<file path="config.mk">
export PLATFORM = sky130hd
export DESIGN_NAME = cpc_ram1m_ctrl
export DESIGN_NICKNAME = d
export VERILOG_FILES = /design/src/rtl/cpc_ram1m_pkg.sv /design/src/rtl/cpc_ram1m_cfgreg.sv /design/src/rtl/cpc_ram1m_ctrl.sv
export SDC_FILE = /design/constraint.sdc
export NUM_CORES = 1
export LEC_CHECK = 0
export ABC_CLOCK_PERIOD_IN_PS = 1400
export CORE_MARGIN = 1.5
export CORE_UTILIZATION = 32
export DETAILED_ROUTE_END_ITERATION = 12
export PLACE_DENSITY = 0.74
export REMOVE_ABC_BUFFERS = 1
export SYNTH_ARGS = -nofsm -noshare
export SYNTH_HDL_FRONTEND = slang
export SYNTH_SLANG_ARGS = --single-unit
</file>
<file path="constraint.sdc">
create_clock -name CLK -period 1.4 [get_ports CLK]
set_input_delay 0.28 -clock CLK [delete_from_list [all_inputs] [get_ports CLK]]
set_output_delay 0.28 -clock CLK [all_outputs]
set_load 0.02 [all_outputs]
</file>
<file path="src/rtl/cpc_ram1m_pkg.sv">
// Shared definitions for the CPC 1MB RAM expansion controller:
// capture FSM encoding, memory-map mode codes and config-port match bits.
package cpc_ram1m_pkg;

  typedef enum logic {
    ST_IDLE = 1'b0,
    ST_HOLD = 1'b1
  } cap_state_t;

  localparam logic [2:0] MODE_C0 = 3'd0;
  localparam logic [2:0] MODE_C1 = 3'd1;
  localparam logic [2:0] MODE_C2 = 3'd2;
  localparam logic [2:0] MODE_C3 = 3'd3;
  localparam logic [2:0] MODE_C4 = 3'd4;
  localparam logic [2:0] MODE_C5 = 3'd5;
  localparam logic [2:0] MODE_C6 = 3'd6;
  localparam logic [2:0] MODE_C7 = 3'd7;

  // D[7:6] pattern that marks a write to the memory-configuration port
  localparam logic [1:0] CFG_MATCH = 2'b11;

endpackage

</file>
<file path="src/rtl/cpc_ram1m_cfgreg.sv">
// Config-port capture FSM and the mode/bank register it loads,
// one capture per Z80 I/O write cycle.
module cpc_ram1m_cfgreg
  import cpc_ram1m_pkg::*;
#(
  parameter int EXT_A8_EN = 1
) (
  input  logic       clk,
  input  logic       reset,
  input  logic       a15,
  input  logic       a14,
  input  logic       a8,
  input  logic [7:0] d,
  input  logic       ioreq_b,
  input  logic       wr_b,
  input  logic       cap_en,
  output logic [2:0] mode,
  output logic [3:0] bank
);

  cap_state_t state_q, state_d;
  logic       io_wr;
  logic       capture;
  // Set by reset so a write still in flight across reset release is not taken.
  logic       block_q;

  assign io_wr = !ioreq_b && !wr_b && !a15 && a14 && (d[7:6] == CFG_MATCH);

  // NOTE: every output of a combinational block gets a default first, so no path leaves it unassigned and no latch is inferred.
  always_comb begin
    state_d = state_q;
    capture = 1'b0;
    case (state_q)
      ST_IDLE: begin
        if (io_wr && !block_q) begin
          state_d = ST_HOLD;
          capture = cap_en;
        end
      end
      ST_HOLD: begin
        if (ioreq_b || wr_b) state_d = ST_IDLE;
      end
      default: state_d = ST_IDLE;
    endcase
  end

  // NOTE: sequential state uses non-blocking assignments so all registers update together at the edge.
  always_ff @(posedge clk) begin
    if (reset) begin
      state_q <= ST_IDLE;
      mode    <= MODE_C0;
      bank    <= 4'd0;
      block_q <= 1'b1;
    end else begin
      state_q <= state_d;
      block_q <= block_q && !ioreq_b && !wr_b;
      if (capture) begin
        mode <= d[2:0];
        bank <= {((EXT_A8_EN != 0) ? ~a8 : 1'b0), d[5:3]};
      end
    end
  end

endmodule

</file>
<file path="src/rtl/cpc_ram1m_ctrl.sv">
// CPC 1MB RAM expansion controller: zero-latency SRAM decode from the
// registered config and the live Z80 bus.
module cpc_ram1m_ctrl
  import cpc_ram1m_pkg::*;
#(
  parameter int EXT_A8_EN = 1
) (
  input  logic       CLK,
  input  logic       RESET,
  input  logic       A15,
  input  logic       A14,
  input  logic       A8,
  input  logic [7:0] D,
  input  logic       MREQ_B,
  input  logic       IOREQ_B,
  input  logic       RD_B,
  input  logic       WR_B,
  input  logic       RFSH_B,
  input  logic       RAMRD_B,
  input  logic [3:0] dip,
  output logic [4:0] HIADR,
  output logic       RAMCS0_B,
  output logic       RAMCS1_B,
  output logic       RAMOE_B,
  output logic       RAMWE_B,
  output logic       RAMDIS
);

  logic [2:0] mode;
  logic [3:0] bank;
  logic [1:0] w;
  logic [1:0] page;
  logic [5:0] blk;
  logic       ext;
  logic       sel;
  logic       acc;

  // Reads are qualified by the gate array's RAMRD_B, so the Z80 RD_B is not needed.
  wire unused_ok = &{1'b0, RD_B, dip[3:2]};

  cpc_ram1m_cfgreg #(.EXT_A8_EN(EXT_A8_EN)) u_cfgreg (
    .clk     (CLK),
    .reset   (RESET),
    .a15     (A15),
    .a14     (A14),
    .a8      (A8),
    .d       (D),
    .ioreq_b (IOREQ_B),
    .wr_b    (WR_B),
    .cap_en  (dip[0]),
    .mode    (mode),
    .bank    (bank)
  );

  assign w = {A15, A14};

  always_comb begin
    ext  = 1'b0;
    page = 2'd0;
    case (mode)
      MODE_C1, MODE_C3: begin
        if (w == 2'b11) begin
          ext  = 1'b1;
          page = 2'd3;
        end
      end
      MODE_C2: begin
        ext  = 1'b1;
        page = w;
      end
      MODE_C4, MODE_C5, MODE_C6, MODE_C7: begin
        if (w == 2'b01) begin
          ext  = 1'b1;
          page = mode[1:0];
        end
      end
      default: ;
    endcase
  end

  assign blk = {bank, page};
  // On a 6128 bank 0 is the internal second 64K, so the expansion stays off it.
  assign sel = dip[0] && ext && !(dip[1] && (bank == 4'd0));
  assign acc = sel && !MREQ_B && RFSH_B;

  assign HIADR    = sel ? blk[4:0] : 5'h00;
  assign RAMDIS   = acc;
  assign RAMCS0_B = !(acc && !blk[5]);
  assign RAMCS1_B = !(acc && blk[5]);
  assign RAMWE_B  = !(acc && !WR_B);
  // A write takes priority so OE and WE are never low together.
  assign RAMOE_B  = !(acc && !RAMRD_B && WR_B);

endmodule

</file>
Word level (Yosys, flattened, before mapping)
Index checks and enable logic that the tools add are counted.
{"block": "word_totals", "input_bits": 23, "elab_cells": 61, "regBits": 9}
{"block": "classes", "n_reduce_logical": 33, "mux": 12, "n_eq_ne": 10, "n_bitwise": 2}
{"operator": "$logic_and 1x1->1", "n": 17}
{"operator": "$eq 3x3->1 const B", "n": 4}
{"operator": "$logic_not 1->1", "n": 12}
{"operator": "$eq 3x2->1 const B", "n": 2}
{"operator": "$mux 1", "n": 6}
{"operator": "$pmux 2 s3", "n": 1}
{"operator": "$mux 5", "n": 1}
{"operator": "$eq 2x2->1 const B", "n": 2}
{"operator": "$logic_not 4->1", "n": 1}
{"operator": "$mux 2", "n": 2}
{"operator": "$reduce_or 4->1", "n": 1}
{"operator": "$eq 3x1->1 const B", "n": 1}
{"operator": "$pmux 1 s3", "n": 1}
{"operator": "$eq 2x1->1 const B", "n": 1}
{"operator": "$not 1->1", "n": 2}
{"operator": "$pmux 1 s2", "n": 1}
{"operator": "$reduce_or 2->1", "n": 1}
{"operator": "$logic_or 1x1->1", "n": 1}

Longest topological paths before layout
{"block": "depth", "word_depth": 10, "mapped_depth": 5, "depth_no_buf": 4}

By module
A second synthesis with hierarchy kept.
{"block": "hier_totals", "hier_cells": 65, "hier_area_um2": 600.6}
{"module": "cpc_ram1m_cfgreg", "area_per_inst_um2": 410.4, "n_inst": 1, "cells_each": 39, "seq_area_each_um2": 180.2}
{"module": "cpc_ram1m_ctrl", "area_per_inst_um2": 190.2, "n_inst": 1, "cells_each": 26, "seq_area_each_um2": 0.0}

Worst setup path after synthesis
No wires, ideal clock.
{"block": "synth_timing", "path_type": "register -> output", "start": "register u_cfgreg.mode[0]", "end": "output port HIADR[0]", "t_arrival_ps": 1867, "stages_incl_launch_ff": 5, "path_buffers": 0, "t_required_ps": 1120, "slack_ps": -747, "cell_sequence": "dfxtp_1 nand2b_1 a21oi_2 o21ai_2 a2111oi_0"}
{"block": "synth_between", "elab_chain_len": 6, "word_cells_on_any_way": 15, "classes_between": "eq/ne: 7; mux: 4; reduce/logical: 4"}
{"element": "from (decl)", "line_no": "cpc_ram1m_cfgreg.sv:17", "rtl": "output logic [2:0] mode,"}
{"element": "from (signal assigned)", "line_no": "cpc_ram1m_cfgreg.sv:58", "rtl": "mode <= d[2:0];"}
{"element": "$eq 3x3->1 (tied with other cells)", "line_no": "cpc_ram1m_ctrl.sv:60", "rtl": "case (mode)"}
{"element": "$reduce_or 4->1 / $reduce_or 2->1 (equally long branches)", "line_no": "cpc_ram1m_ctrl.sv:60"}
{"element": "$pmux 1 s3", "line_no": "cpc_ram1m_ctrl.sv:60"}
{"element": "$logic_and 1x1->1 (2 in a row)", "line_no": "cpc_ram1m_ctrl.sv:83", "rtl": "assign sel = dip[0] && ext && !(dip[1] && (bank == 4'd0));"}
{"element": "$mux 5 (*)", "line_no": "cpc_ram1m_ctrl.sv:86", "rtl": "assign HIADR = sel ? blk[4:0] : 5'h00;"}
{"element": "to (decl)", "line_no": "cpc_ram1m_ctrl.sv:21", "rtl": "output logic [4:0] HIADR,"}
Every way passes the cells marked *; elsewhere a longest branch is shown, timed or not.

Worst setup path in the final report
{"block": "layout_timing", "start": "register u_cfgreg.mode[0]", "end": "output port RAMWE_B"}
{"block": "layout_between", "elab_chain_len": 9, "word_cells_on_any_way": 16, "classes_between": "eq/ne: 7; mux: 1; reduce/logical: 8"}
{"element": "$eq 3x3->1 (tied with other cells)", "line_no": "cpc_ram1m_ctrl.sv:60"}
{"element": "$reduce_or 4->1 / $reduce_or 2->1 (equally long branches)", "line_no": "cpc_ram1m_ctrl.sv:60"}
{"element": "$pmux 1 s3 (*)", "line_no": "cpc_ram1m_ctrl.sv:60"}
{"element": "$logic_and 1x1->1 (*) (2 in a row)", "line_no": "cpc_ram1m_ctrl.sv:83"}
{"element": "$logic_and 1x1->1 (*) (2 in a row)", "line_no": "cpc_ram1m_ctrl.sv:84", "rtl": "assign acc = sel && !MREQ_B && RFSH_B;"}
{"element": "$logic_and 1x1->1 (*)", "line_no": "cpc_ram1m_ctrl.sv:90", "rtl": "assign RAMWE_B = !(acc && !WR_B);"}
{"element": "$logic_not 1->1 (*)", "line_no": "cpc_ram1m_ctrl.sv:90"}
{"element": "to (decl)", "line_no": "cpc_ram1m_ctrl.sv:25", "rtl": "output logic RAMWE_B,"}
Marked as above.

==> flow_summary.toml <==
[global_route]
antenna_found_initial = 0
grt_pass1_wl_um = 2900
grt_max_degree = 10
grt.total_usage = 0.206
grt-ovfl-total = 0
grt_pass1_vias = 640

[logic_synthesis]
synthMuxAreaShare = 0.112
synthesis.area_um2 = 536
synth_compound_area_frac = 0.145
synthSimpleGateAreaFrac = 0.332
ys_dominant_reg_cell = "dfxtp_1"
synth-seq-cells = 9
yosys.area_share.adder = 0
yosysUniqueCellTypes = 30
synth_edf_count = 0
synth_cells = 65
synth_area_per_cell_um2 = 8.24
synth_common_cells = "nor2_1 (11), dfxtp_1 (9), inv_1 (6), mux2i_1 (6)"
synthXorXnorAreaFrac = 0.0164
netlist_top_cells_area = "dfxtp_1 (34%), mux2i_1 (11%), nor2_1 (7.7%), inv_1 (4.2%), or4_1 (4.2%)"
ys_warn_count = 0
yosysTopAreaCell = "dfxtp_1"
ys_async_sr_fraction = 0
yosysTopAreaCellShare = 0.336
yosysSeqAreaShare = 0.336
synth_top_family_by_area = "simple AND/OR/NAND/NOR gates"
yosysMostFrequentCell = "nor2_1"

[setup_path]
slowest_delay_ps = 500
cp_max_fo = 7
critical_path_class = "reg2out"
slowest_stage = "or4_1"
worst-path-buf-inv = 1
worstPathArrival_ps = 1690
required_ps = 1120
cp_top_family = "simple AND/OR/NAND/NOR gates"
cp-end-kind = "primary output"
crit_chain = "nand2b_4, a21oi_4, o21ai_4, or4_1, buf_2"
cp-start-kind = "flop"

[drt]
drt_first_pass_iters = 4
viasPerCell = 4.97
ant_nets = 0
route.detailed.drc = 0
vias = 681
avgRoutedWirePerCell_um = 13.5
wl_um = 1850
drt_iter0_drc = 15

[clock_network]
clk_path_buf_depth = 2
cts_sinks = 9
cts_max_level = 1
cts_tree = "done"
cts.reportedPaths.clkPinSlew_ps = 60
clock_latency_ps = 250
cts-root-buf = "clkbuf_4"
numCtsBuffers = 3

[floorplanning]
die_x_um = 43.9
die-area_um2 = 1930
die_y_um = 43.9
rows = 14
io_pins = 33
start_util = 0.347
coreArea_um2 = 1540

[finish]
final_nets = 145
layout-drive-gt1-share = 0.471
finalNonFillerCells = 137
synthToLayoutAreaGrowth_pct = 109
antenna-diode-count = 0

[sta]
clock.fmax_mhz = 509
maxSlewHeadroom = 0.720
worst_pin_slew_ps = 419
hold_slack_ps = 455
setup-violations-final = 10
period_share = 1.40
hold_violations = 0
period_needed_ps = 1970
rsz0062_at_grt = "true"
slew_violations = 0
finalClockSkew_ps = 4.13
fin_ws_ps = -566

[run]
max_cap_violations = 0

[placed_design]
dp_hpwl_um = 1200
io_buffer_count = 29
dp.cells = 125
finalWeightedCongestion = 0.831

[worst_hold_path]
hold_path.class = "reg2reg"

[pwr]
ir_drop_mv = 0.532
power_density_nw_per_um2 = 493
power.leakage_nw = 0.506

[run_status]
violations = "setup timing"
status = "finished, violations left"
flip-flops by register name, summed over array words and instances (netlist names):
signal / count
u_cfgreg.bank: 4
u_cfgreg.block_q: 1
u_cfgreg.state_q: 1
u_cfgreg.mode: 3
worst reg2reg max path, stage by stage (launching register included):
cell      delay, ps
dfxtp_1         300
and4bb_2        310
nand4_2         100
buf_6           160
mux2i_1         140
nor2_1           60
timing repair:
action / CTS / global route
buffers inserted: 6 / 2
pin swaps: 6 / 4
setup endpoints to repair: 17 / 17
hold buffers: 0 / 0
resized for setup: 70 / 9
worst paths after layout:
check	startpoint	to	slack, ps	cells after the start
min reg2reg	u_cfgreg.block_q	u_cfgreg.block_q	450	1
min	u_cfgreg.block_q	u_cfgreg.block_q	450	1
max	u_cfgreg.mode[0]	RAMWE_B	-570	5
max reg2reg	u_cfgreg.state_q	u_cfgreg.bank[1]	210	5
layout make-up:
class                           count  area (um2)
Fill cell                         111         424
Tap cell                           16        20.0
Multi-Input combinational cell     48         390
Clock buffer                        4        26.3
Timing Repair Buffer               54         469
Sequential cell                     9         189
Inverter                            6        22.5
power breakdown:
part	switching [mW]	internal (mW)
clock	0.0811	0.109
combinational	0.0356	0.0681
sequential	0.00144	0.255
cell families after synthesis:
kind of cell / count (synthesis)
simple gates: 31
compound gates: 10
flops: 9
buf+inv: 8
mux: 6
xor+xnor: 1
layout by cell type, fill, tap and decap left out, drive strengths merged, types with 2 or more instances in the layout:
cell | synthesis | final
a21oi | 2 | 2
buf | 0 | 35
clkbuf | 2 | 4
clkdlybuf4s50 | 0 | 16
dfxtp | 9 | 9
inv | 6 | 6
mux2i | 6 | 6
nand2 | 2 | 2
nand2b | 2 | 2
nand3 | 2 | 2
nor2 | 11 | 11
nor3 | 3 | 3
o21ai | 2 | 2
or4 | 3 | 3
routing by layer:
metal	vias up	track usage	part of all wire
met5	-	0	0
met4	0	0.103	0.010
met3	2	0.0417	0.056
met2	26	0.365	0.54
met1	309	0.231	0.39
li1	344	-	-
metrics by stage:
step	setup TNS (ps)	util	power [mW]	cell area [um2]	setup WS, ps
after floorplan	-2010	-	0.284	527	-747
after global placement	-12610	0.626	0.361	965	-1100
after detailed placement	-13400	0.626	0.362	965	-1140
after CTS	-4670	0.696	0.555	1070	-528
after global routing	-5560	0.725	0.580	1120	-620
final	-4950	0.725	0.550	1120	-566
(Power assumes the default switching activity.)
